### src/rtl/player_pkg.sv
// Shared screen geometry and colour codes for the player datapath.
package player_pkg;

  localparam int SCREEN_W = 160;
  localparam int SCREEN_H = 120;
  localparam int SHIP_W   = 2;
  localparam int SHIP_H   = 3;

  typedef enum logic [2:0] {
    BLACK = 3'b000,
    WHITE = 3'b111
  } colour_t;

endpackage

### src/rtl/datapath_player_rate_divider.sv
// Free-running frame counter; tick is high for the one cycle in which the count wraps.
module rate_divider #(
  parameter int TICK_CYCLES = 833333,
  parameter int CNT_W       = 20
) (
  input  logic clk,
  input  logic reset_n,
  output logic tick
);

  localparam logic [CNT_W-1:0] LAST = CNT_W'(TICK_CYCLES - 1);

  logic [CNT_W-1:0] cnt;

  assign tick = (cnt == LAST);

  always_ff @(posedge clk) begin
    if (!reset_n)  cnt <= '0;
    else if (tick) cnt <= '0;
    else           cnt <= cnt + CNT_W'(1);
  end

endmodule

### src/rtl/datapath_player.sv
// Ship base-row register, clamped move logic, registered VGA pixel pipe and
// frame-tick pacing for the player control FSM.
module datapath_player
  import player_pkg::*;
#(
  parameter logic [7:0] X_BASE      = 8'd4,
  parameter logic [6:0] Y_INIT      = 7'd58,
  parameter logic [6:0] Y_MIN       = 7'd0,
  parameter logic [6:0] Y_MAX       = 7'(SCREEN_H - SHIP_H),
  parameter int         TICK_CYCLES = 833333,
  parameter int         CNT_W       = 20
) (
  input  logic       clk,
  input  logic       reset_n,
  input  logic       y_pos_mod,
  input  logic       y_neg_mod,
  input  logic       add_x,
  input  logic [1:0] add_y,
  input  logic [2:0] colour_in,
  input  logic       write_en,
  input  logic       continue_draw,
  output logic       draw_enable,
  output logic [7:0] x_out,
  output logic [6:0] y_out,
  output logic [2:0] colour_out,
  output logic       plot,
  output logic [6:0] y_base
);

  // The FSM never drives 3, but if it does we stay inside the 3-row ship.
  function automatic logic [1:0] sat_add_y(input logic [1:0] a);
    return (a == 2'd3) ? 2'd2 : a;
  endfunction

  function automatic logic [6:0] clamp_move(input logic [6:0] base,
                                            input logic       up,
                                            input logic       down);
    if (up && !down && base > Y_MIN)      return base - 7'd1;
    else if (down && !up && base < Y_MAX) return base + 7'd1;
    else                                  return base;
  endfunction

  logic       tick;
  logic       pending;
  logic [6:0] y_next_p0;

  rate_divider #(
    .TICK_CYCLES(TICK_CYCLES),
    .CNT_W      (CNT_W)
  ) u_rate_divider (
    .clk    (clk),
    .reset_n(reset_n),
    .tick   (tick)
  );

  assign y_next_p0   = clamp_move(y_base, y_pos_mod, y_neg_mod);
  assign draw_enable = pending & continue_draw;

  // p0 -> p1: base row and pixel outputs; the pixel uses the new base
  always_ff @(posedge clk) begin
    if (!reset_n) begin
      y_base     <= Y_INIT;
      x_out      <= '0;
      y_out      <= '0;
      colour_out <= '0;
      plot       <= 1'b0;
    end else begin
      y_base     <= y_next_p0;
      x_out      <= X_BASE + {7'd0, add_x};
      y_out      <= y_next_p0 + {5'd0, sat_add_y(add_y)};
      colour_out <= colour_in;
      plot       <= write_en;
    end
  end

  // A wrap takes priority over the clear so a tick landing on the clear is kept.
  always_ff @(posedge clk) begin
    if (!reset_n)         pending <= 1'b0;
    else if (tick)        pending <= 1'b1;
    else if (draw_enable) pending <= 1'b0;
  end

endmodule

### config.mk
export PLATFORM = sky130hd
export DESIGN_NAME = datapath_player
export DESIGN_NICKNAME = d
export VERILOG_FILES = /design/src/rtl/player_pkg.sv /design/src/rtl/datapath_player_rate_divider.sv /design/src/rtl/datapath_player.sv
export SDC_FILE = /design/constraint.sdc
export NUM_CORES = 1
export LEC_CHECK = 0
export ABC_AREA = 1
export CAP_MARGIN = 20
export CORE_MARGIN = 2
export CORE_UTILIZATION = 50
export CTS_CLUSTER_SIZE = 16
export DETAILED_ROUTE_END_ITERATION = 10
export MAX_ROUTING_LAYER = met4
export PLACE_DENSITY = 0.85
export RECOVER_POWER = 50
export SETUP_SLACK_MARGIN = 0.5
export SYNTH_ARGS = -nofsm -noshare
export SYNTH_HDL_FRONTEND = slang
export SYNTH_SLANG_ARGS = --single-unit
export TNS_END_PERCENT = 10
### constraint.sdc
create_clock -name clk -period 6.13 [get_ports clk]
set_clock_uncertainty 0.1 [all_clocks]
set_input_delay 0.613 -clock clk [delete_from_list [all_inputs] [get_ports clk]]
set_output_delay 0.613 -clock clk [all_outputs]
set_load 0.01 [all_outputs]
==> out/results.txt <==
All-Layer GR Usage: 20.7%
Arrival @ worst endpoint: 2.82 ns
Largest fanout on the critical path: 8
Achievable Freq: 0.367 GHz
Outcome: finished clean
Post-synthesis simple-gate area fraction: 40.0%
Cts bufs inserted: 5
Clock-pin transition on the worst setup and hold timing paths: 0.08 ns
Hold-fix buffers, CTS: 0
DRT iter0 DRCs: 103
Vias: 2083
Crit path time final: 2.73 ns
Share of post-route cells with drive strength above 1: 13.7%
Mapped cell area: 2380 sq um
Hold crit path type: reg -> reg
Final nets: 385
Final hold vios: 0
DR pass1 iterations: 4
Power Density: 205 nW/um^2
Slew margin rel.: 59.1%
Yosys Warn Count: 0
Full die area: 5320 sq um
Synth-to-layout area growth: 16.7%
#FFs+latches synth: 41
Die height: 72.9 um
Critical path class: reg -> reg
Commonest cells after routing, fill and taps aside: 85 x nand2_1, 47 x inv_1, 41 x dfxtp_1
Worst setup margin: 3.40 ns
Hold path start: pending
Initial antenna violation count: 0
H-tree depth: 2
Vias in the first global route: 2051
CP Launch Type: flop
DRC viols: 0
Effective utilization at floorplan: 51.0%
Sequential share of the synthesized area: 34.5%
Reg2reg start: y_base[0]
Int Power: 0.402 mW
X dimension of the die: 72.9 um
Synth Instances: 333
Worst setup path startpoint: y_base[0]
Peak supply drop: 0.000159 V
First-pass GRT wire length: 8.40 mm
Total congestion overflow: 0
Comb pwr share: 17.2%
DR WL/cell: 11.6 um
Standard-cell rows: 25
Max Cap Viol: 0
Vias/cell: 4.96
Placed wire-length estimate: 3.76 mm
Maximum root-to-sink buffer count: 2
Pre-CTS setup slack: 3.16 ns
Antenna diode count: 0
CTS tree: built
Worst-Skew Late Latency: 0.30 ns
Mux contribution to synthesized area: 0%
IO buf count: 32
Setup_tns: 0 ns
Post-route clock period utilization: 44.5%
Gp weighted congestion: 0.947
PostCTS Resize Cnt: 0
Clk sinks: 41
Clk network pwr share: 31.8%
Static leakage: 1.26 nW
DRT Wirelength: 4.87 mm
Post-Syn Area per Cell: 7.14 sq um
I/O Pins: 39
Core box area: 4660 sq um
Largest net degree at the start of global routing: 19
Sw frac: 29.4%
Reg power frac: 50.9%
Slew @ Worst Pin: 0.612 ns
Final slew viol count: 0
CP Capture Type: flop
Largest family of logic cells by synthesized area: simple AND/OR/NAND/NOR gates
Library cells used by synthesis: 32
Post-DRT Antenna Nets: 0
Setup Fix Bufs, Post-CTS: 0
CTS root buffer: clkbuf_8
Unrepaired setup endpoints after global routing: no
WP data required: 6.23 ns
Post-synthesis xor/xnor area fraction: 4.05%
Synth Area in Adders: 4.53%
Final setup vio count: 0
Switching pwr: 0.167 mW
Synth Area in Compound Gates: 4.48%
Most common cell after layout, fill and taps aside: nand2_1
==> power by group through the flow <==
stage / clock [mW] / combinational (mW) / sequential [mW]
5_1_grt: 0.194 / 0.109 / 0.291
3_3_place_gp: 0 / 0.0978 / 0.296
3_5_place_dp: 0 / 0.101 / 0.296
6_report: 0.181 / 0.0981 / 0.290
4_1_cts: 0.184 / 0.102 / 0.290
2_1_floorplan: 0 / 0.0604 / 0.297
==> kinds of logic after synthesis <==
logic type	count (synthesis)
fa+ha+maj	8
compound gates	19
other cells	1
simple gates	188
buf+inv	65
xor+xnor	11
flops	41
==> layout make-up <==
class,instances,area [sq um]
Fill cell,391,1890
Clock buffer,5,68.8
Multi-Input combinational cell,232,1280
Sequential cell,41,821
Inverter,53,199
Timing Repair Buffer,32,320
Tap cell,54,67.6
Clock inverter,3,21.3
==> cells in the mapped netlist, drive strengths merged <==
cell    count  area (sq um)
a21boi      1          11.3
nor2       44           238
nand2      95           389
nor4        3          18.8
a21oi      10          50.1
buf        10          83.8
conb        1          3.75
nor3b       2          15.0
inv        53           199
ha          7          87.6
nor3        8          50.1
xor2       10          87.6
or2         3          18.8
dfxtp      41           821
xnor2       1          8.76
a211oi      2          15.0
nand3      28           175
nand4       5          46.3
fa          1          20.0
o21ai       6          30.0
clkbuf      2          7.51
==> state kept, by name, summed over array words and instances, names as in the netlist <==
| name | flops |
|---|---|
| u_rate_divider.cnt | 20 |
| y_base | 7 |
| y_out | 7 |
| colour_out | 3 |
| x_out | 2 |
| pending | 1 |
| plot | 1 |
==> worst max-delay path: stages (launching register included) <==
cell and delay, ns:
dfxtp_1 0.39, inv_1 0.18, ha_1 0.20, inv_1 0.04, nor2_1 0.10, nand3_2 0.12, nand2_2 0.16, nand2_1 0.08
xor2_1 0.16, inv_1 0.07, ha_1 0.16, inv_1 0.06, fa_1 0.39, a21oi_1 0.19, nand3_1 0.10, nand2_1 0.08
nand2_1 0.05
==> metrics by stage <==
stage | cell area (sq um) | utilization (%) | hold WS, ns | instances | power [mW]
2_1_floorplan | 2390 | - | 0.340 | 338 | 0.358
3_3_place_gp | 2690 | 57.7 | 0.353 | 412 | 0.393
3_5_place_dp | 2690 | 57.7 | 0.375 | 412 | 0.397
4_1_cts | 2780 | 59.7 | 0.387 | 420 | 0.577
5_1_grt | 2770 | 59.5 | 0.405 | 420 | 0.595
6_report | 2770 | 59.5 | 0.381 | 420 | 0.569
==> path summary, 6_finish.rpt <==
path	to	slack [ns]	cells past startpoint
setup reg to reg	y_out[6]	3.40	16
setup / recovery	y_out[6]	3.40	16
hold reg to reg	pending	0.38	2
hold / removal	pending	0.38	2
==> routing by layer <==
metal / track usage (%) / part of all wire, % / routed length (um) / up-vias
met2: 36.3 / 50 / 2450 / 55
met5: - / 0 / 0 / -
met3: 4.14 / 4.6 / 224 / 11
met4: 8.64 / 2.2 / 106 / 0
li1: - / - / - / 1078
met1: 22.8 / 43 / 2090 / 939
No activity file was read; power rests on OpenSTA's default activity.
